## src/rtl/seven_seg_scan_ctrl.sv

```systemverilog
// Six-digit multiplexed 7-segment scan scheduler: blank lead-in, brightness-sized ON window, frame tick.
// Optional macro SEG_SCAN_DP_BLINK_EN adds blink_mask / BLINK_FRAMES per-digit blinking.
module seven_seg_scan_ctrl #(
    parameter int N_DIGITS     = 6,
    parameter int DWELL_CYCLES = 1000,
    parameter int BLANK_CYCLES = 16,
    parameter int BRIGHT_W     = 4
`ifdef SEG_SCAN_DP_BLINK_EN
    ,
    parameter int BLINK_FRAMES = 64
`endif
) (
    input  logic                clk,
    input  logic                rst,
    input  logic                disp_en,
    input  logic [5:0]          en_mask,
    input  logic [BRIGHT_W-1:0] brightness,
    input  logic [6:0]          seg0,
    input  logic [6:0]          seg1,
    input  logic [6:0]          seg2,
    input  logic [6:0]          seg3,
    input  logic [6:0]          seg4,
    input  logic [6:0]          seg5,
`ifdef SEG_SCAN_DP_BLINK_EN
    input  logic [5:0]          blink_mask,
`endif
    output logic [6:0]          seg,
    output logic [5:0]          an,
    output logic [2:0]          digit_sel,
    output logic                frame_tick
);

    localparam int CNT_W  = $clog2(DWELL_CYCLES);
    localparam int ACTIVE = DWELL_CYCLES - BLANK_CYCLES;
    localparam int PW     = CNT_W + BRIGHT_W;
    localparam logic [CNT_W-1:0] BLANK_C  = CNT_W'(BLANK_CYCLES);
    localparam logic [CNT_W-1:0] LAST_C   = CNT_W'(DWELL_CYCLES - 1);
    localparam logic [CNT_W-1:0] ACTIVE_C = CNT_W'(ACTIVE);

    typedef enum logic [1:0] {
        ST_BLANK = 2'd0,
        ST_ON    = 2'd1,
        ST_OFF   = 2'd2
    } state_e;

    state_e             state_q, state_d;
    logic [CNT_W-1:0]   cnt_q, cnt_d;
    logic [CNT_W-1:0]   on_len_q, on_len_d;
    logic [2:0]         ptr_q, ptr_d;
    logic [2:0]         digit_sel_q, digit_sel_d;
    logic               active_q, active_d;
    logic [5:0]         an_q, an_d;
    logic [6:0]         seg_q, seg_d;
    logic               frame_tick_q, frame_tick_d;

    logic               scan_ok;
    logic               lit;
    logic [2:0]         low_idx, after_idx, nxt_digit;
    logic               after_found;
    logic [PW-1:0]      bright_prod;
    logic [CNT_W-1:0]   on_len_calc;
    logic [CNT_W:0]     on_end;
    logic [6:0]         seg_sel;

`ifdef SEG_SCAN_DP_BLINK_EN
    localparam int FC_W = $clog2(BLINK_FRAMES + 1);
    localparam logic [FC_W-1:0] FC_LAST = FC_W'(BLINK_FRAMES - 1);
    logic [FC_W-1:0]    frame_cnt_q, frame_cnt_d;
    logic               blink_phase_q, blink_phase_d;
    logic               dark_q, dark_d;
`endif

    assign scan_ok = disp_en && (en_mask != 6'd0);

    // Next digit: lowest enabled index above the pointer, else wrap to the lowest enabled index.
    always_comb begin
        low_idx     = 3'd0;
        after_idx   = 3'd0;
        after_found = 1'b0;
        for (int j = N_DIGITS - 1; j >= 0; j--) begin
            if (en_mask[j]) begin
                low_idx = 3'(j);
                if (j > int'(ptr_q)) begin
                    after_idx   = 3'(j);
                    after_found = 1'b1;
                end
            end
        end
        nxt_digit = after_found ? after_idx : low_idx;
    end

    always_comb begin
        bright_prod = PW'(ACTIVE) * PW'(brightness);
        on_len_calc = (brightness == {BRIGHT_W{1'b1}}) ? ACTIVE_C : CNT_W'(bright_prod >> BRIGHT_W);
        on_end      = {1'b0, BLANK_C} + {1'b0, on_len_q};
    end

    always_comb begin
        state_d      = state_q;
        cnt_d        = cnt_q;
        on_len_d     = on_len_q;
        ptr_d        = ptr_q;
        digit_sel_d  = digit_sel_q;
        active_d     = active_q;
        frame_tick_d = 1'b0;
`ifdef SEG_SCAN_DP_BLINK_EN
        frame_cnt_d   = frame_cnt_q;
        blink_phase_d = blink_phase_q;
        dark_d        = dark_q;
`endif
        if (!scan_ok) begin
            active_d = 1'b0;
            cnt_d    = '0;
            state_d  = ST_BLANK;
        end else if (!active_q || cnt_q == LAST_C) begin
            active_d     = 1'b1;
            cnt_d        = '0;
            state_d      = ST_BLANK;
            digit_sel_d  = nxt_digit;
            ptr_d        = nxt_digit;
            on_len_d     = on_len_calc;
            frame_tick_d = (nxt_digit == low_idx);
`ifdef SEG_SCAN_DP_BLINK_EN
            // Darkness is decided by the phase before this tick's update.
            dark_d = blink_phase_q && blink_mask[nxt_digit];
            if (nxt_digit == low_idx) begin
                if (frame_cnt_q == FC_LAST) begin
                    frame_cnt_d   = '0;
                    blink_phase_d = ~blink_phase_q;
                end else begin
                    frame_cnt_d = frame_cnt_q + 1'b1;
                end
            end
`endif
        end else begin
            cnt_d = cnt_q + 1'b1;
            case (state_q)
                ST_BLANK: if (cnt_d == BLANK_C) state_d = (on_len_q == '0) ? ST_OFF : ST_ON;
                ST_ON:    if ({1'b0, cnt_d} == on_end) state_d = ST_OFF;
                default:  state_d = ST_OFF;
            endcase
        end
    end

    always_comb begin
        case (digit_sel_d)
            3'd0:    seg_sel = seg0;
            3'd1:    seg_sel = seg1;
            3'd2:    seg_sel = seg2;
            3'd3:    seg_sel = seg3;
            3'd4:    seg_sel = seg4;
            3'd5:    seg_sel = seg5;
            default: seg_sel = 7'h7F;
        endcase
`ifdef SEG_SCAN_DP_BLINK_EN
        lit = (state_d == ST_ON) && !dark_d;
`else
        lit = (state_d == ST_ON);
`endif
        an_d  = 6'h3F;
        seg_d = 7'h7F;
        if (lit) begin
            an_d[digit_sel_d] = 1'b0;
            seg_d             = seg_sel;
        end
    end

    always_ff @(posedge clk) begin
        if (rst) begin
            state_q      <= ST_BLANK;
            cnt_q        <= '0;
            on_len_q     <= '0;
            ptr_q        <= 3'(N_DIGITS - 1);
            digit_sel_q  <= 3'd0;
            active_q     <= 1'b0;
            an_q         <= 6'h3F;
            seg_q        <= 7'h7F;
            frame_tick_q <= 1'b0;
`ifdef SEG_SCAN_DP_BLINK_EN
            frame_cnt_q   <= '0;
            blink_phase_q <= 1'b0;
            dark_q        <= 1'b0;
`endif
        end else begin
            state_q      <= state_d;
            cnt_q        <= cnt_d;
            on_len_q     <= on_len_d;
            ptr_q        <= ptr_d;
            digit_sel_q  <= digit_sel_d;
            active_q     <= active_d;
            an_q         <= an_d;
            seg_q        <= seg_d;
            frame_tick_q <= frame_tick_d;
`ifdef SEG_SCAN_DP_BLINK_EN
            frame_cnt_q   <= frame_cnt_d;
            blink_phase_q <= blink_phase_d;
            dark_q        <= dark_d;
`endif
        end
    end

    assign seg        = seg_q;
    assign an         = an_q;
    assign digit_sel  = digit_sel_q;
    assign frame_tick = frame_tick_q;

endmodule

```

## config.mk

```make
export PLATFORM = sky130hd
export DESIGN_NAME = seven_seg_scan_ctrl
export DESIGN_NICKNAME = d
export VERILOG_FILES = /design/src/rtl/seven_seg_scan_ctrl.sv
export SDC_FILE = /design/constraint.sdc
export NUM_CORES = 1
export LEC_CHECK = 0
export ABC_AREA = 1
export CORE_MARGIN = 2
export CORE_UTILIZATION = 55
export DETAILED_ROUTE_END_ITERATION = 8
export PLACE_DENSITY = 0.91
export SYNTH_ARGS = -nofsm -noshare
export SYNTH_HDL_FRONTEND = slang
export SYNTH_SLANG_ARGS = --single-unit
```

## constraint.sdc

```tcl
create_clock -name clk -period 6.69 [get_ports clk]
set_input_delay 1.0035 -clock clk [delete_from_list [all_inputs] [get_ports clk]]
set_output_delay 1.0035 -clock clk [all_outputs]
set_load 0.1 [all_outputs]
```

==> out/metrics.csv, run 1 <==
metric;value;unit
status;finished, final reports clean;
powerDensity;184;nW/um^2
crit_fanout;6;
clock_latency;0.30;ns
grt_pass1_vias;3068;
first_pass_iters;5;
post-dp-hpwl;6.27;mm
grt_usage;0.259;
p_leak;0.00185;uW
clock_path_buffers;2;
htreeDepth;2;
cts.clk_slew.worst_paths;0.09;ns
synth_compound_gate_area_share;0.0822;
synth_area;3140;um^2
hold_path_depth;2;
multi_input_area;1920;um^2
dieArea;6320;um^2
critPathArrivalTime;3.80;ns
setup-tns-final;0;ns
synth_xor_area_frac;0.0251;
avgRoutedWirePerCell;12.7;um
ios;72;
numCtsBuffers;5;
finalHoldViolCount;0;
setup_viol;0;
min-delay-start;state_q[1];
route.detailed.drc;0;
area_growth;26.7;%
synth.avg_cell_area;6.52;um^2
start_util;0.570;
cp.required;6.89;ns
gr-total-overflow;0;
nNetsFinal;627;
clock-root-buffer;clkbuf_8;
synth_top_family_by_area;simple AND/OR/NAND/NOR gates;
synth_fa_ha_area_frac;0.114;
vias;3287;
num_rows;27;
vias_per_cell;5.30;
ys_seq_area_frac;0.274;
routed_wl;7.90;mm
r2r_end;seg[3];
yosys.cell_types.count;34;
min_to;state_q[1];
drtAntennaViolNets;0;
grt_pass1_wl;13.2;mm
syn_inst;481;
r2r_start;cnt_q[0];
postCtsSetupRepairBufs;0;
n_antenna_cell;0;
reg2reg_depth;12;
antenna_found_initial;0;
seqCellArea;861;um^2
core_area;5510;um^2
synth_mux_area_frac;0;
worst_pin_slew;1.01;ns
worst_slack;3.09;ns
syn-num-nets;561;
cts_hold_buf;0;
total_power;730;uW
peakVddDrop;0.116;mV
port_buffers;71;
die_w;79.5;um
grt_max_degree;26;
die_y;79.5;um
critPathKind;in2reg;
gp_congestion;0.910;
start_kind;primary input;
fin_crit_sh;0.537;
place_area;3860;um^2
cts_tree;yes;
final_cell_mix;nand2_1, nand3_1, inv_1;
fillers;431;
slew_viol_final;0;
fin_skew;0.00664;ns
final_area;3980;um^2
drv_cap;0;
synthSimpleGateAreaFrac;0.389;
drt_iter0_drc;251;
rsz0062_at_grt;no;
final_common_cell;nand2_1;
cts-resized-gates;0;
post-place-ws;2.78;ns
end_kind;flop;
rrSetupSlack;3.96;ns
max_freq;278;MHz
ys_seq_elements;43;
maxSlewHeadroom;0.322;
drive_gt1_frac;0.0474;
clock-sinks;43;
min_path_type;reg2reg;
ys.warnings.count;0;
min_period;3.60;ns
-- critical path, stage by stage --
cell             delay, ns
clkdlybuf4s50_1       0.54
fa_1                  0.61
inv_1                 0.07
fa_1                  0.52
inv_1                 0.05
ha_1                  0.35
nand2_1               0.09
nand2_1               0.05
nand2_1               0.06
o2111ai_1             0.12
a21oi_1               0.14
o21ai_0               0.09
nand2_1               0.06
inv_1                 0.04
-- worst max-delay path by stage --
stage / cells past startpoint / to / startpoint / slack, ns
2_1_floorplan: 13 / on_len_q[8] / brightness[1] / 3.55
3_3_place_gp: 14 / on_len_q[8] / brightness[1] / 2.90
3_5_place_dp: 14 / on_len_q[8] / brightness[2] / 2.78
4_1_cts: 14 / on_len_q[8] / brightness[2] / 3.09
5_1_grt: 14 / on_len_q[9] / brightness[2] / 2.88
6_report: 14 / on_len_q[8] / brightness[1] / 3.09
-- cell type report --
class                      instances  area share
clock buffer                       5      0.0173
clock inverter                     3      0.0110
inverter                          76      0.0718
multi-input combinational        350       0.482
sequential                        43       0.217
tap                               72      0.0227
timing repair buffer              71       0.179
-- stage by stage --
step	utilization	hold WS (ns)	cells
final	0.722	0.496	620
after global routing	0.722	0.526	620
after CTS	0.722	0.495	620
after detailed placement	0.701	0.479	612
after global placement	0.701	0.464	612
after floorplan	-	0.441	481
-- power by group --
part	internal, uW	leakage [uW]	switching (uW)
combinational	98.8	0.00144	149
clock	111	0.0000581	92.4
sequential	267	0.000350	11.6
-- cells in the mapped netlist --
library cell    n  area (um^2)
nand2_4         1         11.3
ha_1           19          238
nor3_1          1         5.00
clkinv_1        1         3.75
o21ai_0        15         75.1
buf_4           3         22.5
and3_1          2         12.5
a21oi_4         2         32.5
inv_2           3         11.3
buf_2           3         15.0
o21bai_1        1         7.51
dfxtp_1        43          861
clkbuf_1        4         15.0
o2111ai_1       2         17.5
xnor2_1         3         26.3
a221oi_1        2         17.5
a31oi_1         1         6.26
nand3_4         1         17.5
nand4_1         8         50.1
nand3_2         1         10.0
inv_1          72          270
a311oi_1        1         8.76
nor2_2          3         18.8
fa_1            6          120
nand2_1       105          394
a21oi_1        17         85.1
nor2_1         64          240
nand2_2         5         31.3
o211ai_1        1         7.51
xor2_1          6         52.6
buf_6           2         22.5
nor2_4          2         22.5
nand3_1        80          400
nand3b_1        1         7.51
-- flip-flops by register name (all words and copies together), names as in the netlist --
| signal | count |
|---|---|
| active_q | 1 |
| cnt_q | 10 |
| ptr_q | 3 |
| digit_sel | 3 |
| seg | 7 |
| frame_tick | 1 |
| on_len_q | 10 |
| state_q | 2 |
| an | 6 |
-- metal layers --
| metal | routed length [um] | track usage | vias up |
|---|---|---|---|
| li1 | - | - | 1669 |
| met1 | 3360 | 0.309 | 1479 |
| met2 | 3890 | 0.449 | 116 |
| met3 | 423 | 0.0509 | 23 |
| met4 | 231 | 0.110 | 0 |
| met5 | 0 | 0 | - |
-- cells by family after synthesis --
kind of cell / Yosys count
DFF: 43
and+or+nand+nor: 274
AOI/OAI and AO/OA: 42
buffers and inverters: 88
adders and majority gates: 25
xor gates and xnor gates: 9
Power figures use the tool's default switching activity.
==> inputs of run 2 (changes only) <==
Settings changed: CORE_UTILIZATION 55 to 51, PLACE_DENSITY 0.91 to 0.85.
Clock period 6.69 ns to 3.7 ns, I/O delays scaled along.
==> out/metrics.csv, run 2 (synthesis gave the netlist of run 1 again) <==
metric;value;unit;change
swShare;0.352;;+0.00485
die_y;82.4;um;+3.7%
core_area;5920;um^2;+7.5%
antenna_found_initial;0;;unchanged
drive_gt1_frac;0.0492;;+0.00174
crit_path_top_delay_cell;clkdlybuf4s50_1;;
final_cell_mix;nand2_1, nand3_1, inv_1;;
crit_fanout;6;;unchanged
busiest_layer;met2;;
rsz0062_at_grt;no;;
final_common_cell;nand2_1;;
vias_per_cell;5.17;;-2.4%
cts-resized-gates;0;;unchanged
ios;72;;unchanged
worst_slack;0.587;ns;-2.51 ns
grt_max_degree;25;;-3.8%
crit_top_cell;inv_1;;
area_growth;26.5;%;
maxSlewHeadroom;0.331;;+0.00846
fin_skew;0.00579;ns;-0.000850 ns
vias;3229;;-1.8%
p_leak;0.00185;uW;about the same
clock_path_buffers;2;;unchanged
setup-tns-final;0;ns;unchanged
post-dp-hpwl;6.16;mm;-1.8%
drt_iter0_drc;166;;-34%
cts_hold_buf;0;;unchanged
grt.met3_usage;0.0326;;-0.0183
drv_cap;0;;unchanged
routed_wl;7.64;mm;-3.4%
die_w;82.4;um;+3.7%
grt_pass1_vias;2944;;-4.0%
min_period;3.11;ns;
critPathArrivalTime;3.31;ns;-0.49 ns
max_freq;321;MHz;
cp.required;3.90;ns;-2.99 ns
cts_tree;yes;;
clock-root-buffer;clkbuf_8;;
slew_viol_final;0;;unchanged
fin_crit_sh;0.841;;
rrSetupSlack;1.28;ns;-2.68 ns
dieArea;6790;um^2;+7.4%
status;finished, final reports clean;;
grt_pass1_wl;12.3;mm;-6.9%
finalHoldViolCount;0;;unchanged
hold_ws;0.497;ns;+0.000243 ns
end_kind;flop;;
htreeDepth;2;;unchanged
clock_latency;0.30;ns;about the same
final_area;3970;um^2;-0.16%
crit_chain;clkdlybuf4s50_1 -> ha_1 -> inv_1 -> fa_1 -> inv_1 -> ha_1 -> a21oi_1 -> nand2_1 -> nand4_1 -> o2111ai_1 -> a21oi_1 -> o21ai_0 -> nand2_1 -> inv_1;;
hold_path_depth;2;;unchanged
route.detailed.drc;0;;unchanged
power.net_switching;440;uW;+74%
p_int;810;uW;+70%
post-place-ws;0.288;ns;-2.49 ns
cts.clk_slew.worst_paths;0.07;ns;-0.02 ns
powerDensity;315;nW/um^2;+71%
start_kind;primary input;;
power_frac_seq;0.403;;+0.022
gp_congestion;0.950;;+4.3%
first_pass_iters;5;;unchanged
gr-usage-met1;0.274;;-0.0352
clock-sinks;43;;unchanged
peakVddDrop;0.173;mV;+49%
p_comb_frac;0.356;;+0.016
start_util;0.530;;-0.0398
n_antenna_cell;0;;unchanged
fillers;513;;+19%
place_area;3880;um^2;+0.49%
min_path_type;reg2reg;;
port_buffers;71;;unchanged
critPathKind;in2reg;;
clkPwrFrac;0.241;;-0.038
setup_viol;0;;unchanged
slowest_delay;0.54;ns;-0.07 ns
finish.utilization;0.670;;-0.0516
use_met2;0.405;;-0.0439
grt_usage;0.231;;-0.0280
postCtsSetupRepairBufs;0;;unchanged
numCtsBuffers;5;;unchanged
reg2reg_depth;14;;+2
drtAntennaViolNets;0;;unchanged
gr-total-overflow;0;;unchanged
avgRoutedWirePerCell;12.2;um;-4.0%
nNetsFinal;629;;+0.32%
num_rows;28;;+3.7%
worst_pin_slew;1.00;ns;-0.0126 ns
-- run 2: cell count changes in the layout (fill, tap and decap cells not counted) --
cell       previous run  this run
buf_4                 0         2
clkbuf_8              5         6
clkinv_4              1         0
bufinv_16             1         0
-- run 2: worst max-delay path, delay by kind of cell --
family | cells | cell delay, ns
simple gates | 3 | 0.30
compound gates | 4 | 0.56
buf+inv | 4 | 0.67
fa+ha+maj | 3 | 1.21
-- run 2: worst paths after layout --
| path | from | endpoint |
|---|---|---|
| max | brightness[2] | on_len_q[9] |
| min | on_len_q[1] | on_len_q[1] |
| max reg2reg | cnt_q[0] | seg[0] |
| min reg2reg | on_len_q[1] | on_len_q[1] |
-- run 2: per-layer routing --
metal / wire, um / vias up
met1: 3200 / 1458
met4: 244 / 0
met5: 0 / -
met2: 3920 / 77
met3: 271 / 20
li1: - / 1674
-- run 2: layout make-up --
type | instances | area, um^2 | area share
Multi-Input combinational cell | 350 | 1920 | 0.483
Sequential cell | 43 | 861 | 0.217
Timing Repair Buffer | 73 | 726 | 0.183
Inverter | 76 | 285 | 0.0719
Tap cell | 75 | 93.8 | 0.0236
Clock buffer | 6 | 82.6 | 0.0208
Clock inverter | 1 | 5.00 | 0.00126
-- run 2: power groups by stage --
stage | sequential (uW) | clock (uW) | combinational [uW]
final | 503 | 301 | 445
after floorplan | 531 | 0 | 298
after detailed placement | 513 | 0 | 442
after global placement | 512 | 0 | 427
after CTS | 503 | 306 | 445
after global routing | 506 | 321 | 502
-- run 2: metrics by stage --
stage / std cells / power, uW
after global placement: 617 / 940
after floorplan: 481 / 829
after CTS: 624 / 1250
after detailed placement: 617 / 956
after global routing: 624 / 1330
final: 624 / 1250
==> inputs of run 3 (changes only) <==
Clock period 3.7 ns to 2.94 ns, I/O delays scaled along.
==> out/metrics.csv, run 3 (synthesis gave the netlist of run 1 again) <==
metric;value;unit;change
status;finished, final reports clean;;
drv_cap;0;;unchanged
max_freq;386;MHz;
route.detailed.drc;0;;unchanged
routed_wl;7.98;mm;+4.6%
finalHoldViolCount;0;;unchanged
end_kind;flop;;
cts.clk_slew.worst_paths;0.08;ns;about the same
gp_congestion;0.925;;-2.6%
place_area;3960;um^2;+2.0%
ios;72;;unchanged
n_antenna_cell;0;;unchanged
crit_fanout;4;;-2
clock-root-buffer;clkbuf_8;;
rsz0062_at_grt;no;;
final_common_cell;nand2_1;;
p_leak;0.00195;uW;+5.7%
fin_crit_sh;0.882;;
drt_iter0_drc;161;;-3.0%
die_y;82.4;um;unchanged
clock_path_buffers;2;;unchanged
post-place-ws;-0.298;ns;-0.586 ns
powerDensity;400;nW/um^2;+27%
post-dp-hpwl;6.38;mm;+3.6%
die_w;82.4;um;unchanged
crit_top_cell;inv_1;;
min_path_type;reg2reg;;
postCtsSetupRepairBufs;0;;unchanged
num_rows;28;;unchanged
fin_skew;0.00700;ns;+0.00120 ns
cts_tree;yes;;
total_power;1630;uW;+30%
worst_pin_slew;0.412;ns;-0.589 ns
grt_usage;0.238;;+0.00768
start_util;0.530;;unchanged
min_period;2.59;ns;
nNetsFinal;645;;+2.5%
grt_pass1_vias;3078;;+4.6%
core_area;5920;um^2;unchanged
slew_viol_final;0;;unchanged
clock_latency;0.30;ns;about the same
vias;3282;;+1.6%
grt_pass1_wl;12.7;mm;+3.8%
clock-sinks;43;;unchanged
antenna_found_initial;0;;unchanged
hold_ws;0.498;ns;+0.00159 ns
cp.required;3.14;ns;-0.76 ns
first_pass_iters;4;;-1
numCtsBuffers;5;;unchanged
grt_max_degree;25;;unchanged
final_area;4070;um^2;+2.6%
setup_viol;0;;unchanged
area_growth;29.8;%;
gr-total-overflow;0;;unchanged
dieArea;6790;um^2;unchanged
maxSlewHeadroom;0.724;;+0.394
avgRoutedWirePerCell;12.5;um;+1.8%
final_cell_mix;nand2_1, nand3_1, inv_1;;
slowest_delay;0.54;ns;about the same
critPathArrivalTime;2.80;ns;-0.51 ns
drtAntennaViolNets;0;;unchanged
peakVddDrop;0.264;mV;+52%
fin_cells;641;;+2.7%
drive_gt1_frac;0.110;;+0.0604
htreeDepth;2;;unchanged
crit_chain;clkdlybuf4s50_1 -> inv_1 -> fa_1 -> inv_1 -> ha_1 -> a21oi_2 -> nand2_1 -> nand4_1 -> o2111ai_1 -> a21oi_1 -> o21ai_0 -> nand2_1 -> inv_1;;
dp_cells;633;;+2.6%
crit_path_top_delay_cell;fa_1;;
start_kind;primary input;;
port_buffers;71;;unchanged
vias_per_cell;5.12;;-1.1%
critPathKind;in2reg;;
worst_slack;0.346;ns;-0.241 ns
run 3: worst paths after layout:
path	startpoint	endpoint	slack (ns)	cells after the start
max	brightness[0]	on_len_q[9]	0.35	13
min	on_len_q[1]	on_len_q[1]	0.50	2
max reg2reg	cnt_q[0]	seg[0]	0.58	14
min reg2reg	on_len_q[1]	on_len_q[1]	0.50	2
run 3: final cells by class:
class / instances / area [um^2]
clock buffer: 6 / 72.6
clock inverter: 2 / 12.5
fill: 520 / 1850
inverter: 76 / 285
multi-input combinational: 350 / 1930
sequential: 43 / 861
tap: 75 / 93.8
timing repair buffer: 89 / 815
run 3: worst max-delay path: cells and delay by family:
family                     cells  cell delay [ns]
adders and majority gates      2             0.88
buffers and inverters          4             0.66
AOI/OAI and AO/OA              4             0.53
and+or+nand+nor                3             0.27
run 3: layer usage:
layer  global-route usage  vias to the layer above  wire length (um)
li1                     -                     1700                 -
met2                0.423                       70              4050
met1                0.284                     1498              3460
met3               0.0326                       14               292
met4                0.107                        0               178
met5                    0                        -                 0
run 3: through the flow:
stage                     utilization  TNS, ns
final                           0.688        0
after global routing            0.688        0
after CTS                       0.683        0
after detailed placement        0.669    -1.33
after global placement          0.669   -0.778
after floorplan                     -        0
run 3: timing repair:
action	CTS	global route
setup endpoints to repair	0	4
endpoints found under the hold margin	0	0
resized for setup	0	6
hold buffers	0	0
run 3: where the power goes:
group	internal, uW	switching (uW)
Combinational	274	349
Sequential	607	26.2
Clock	166	205
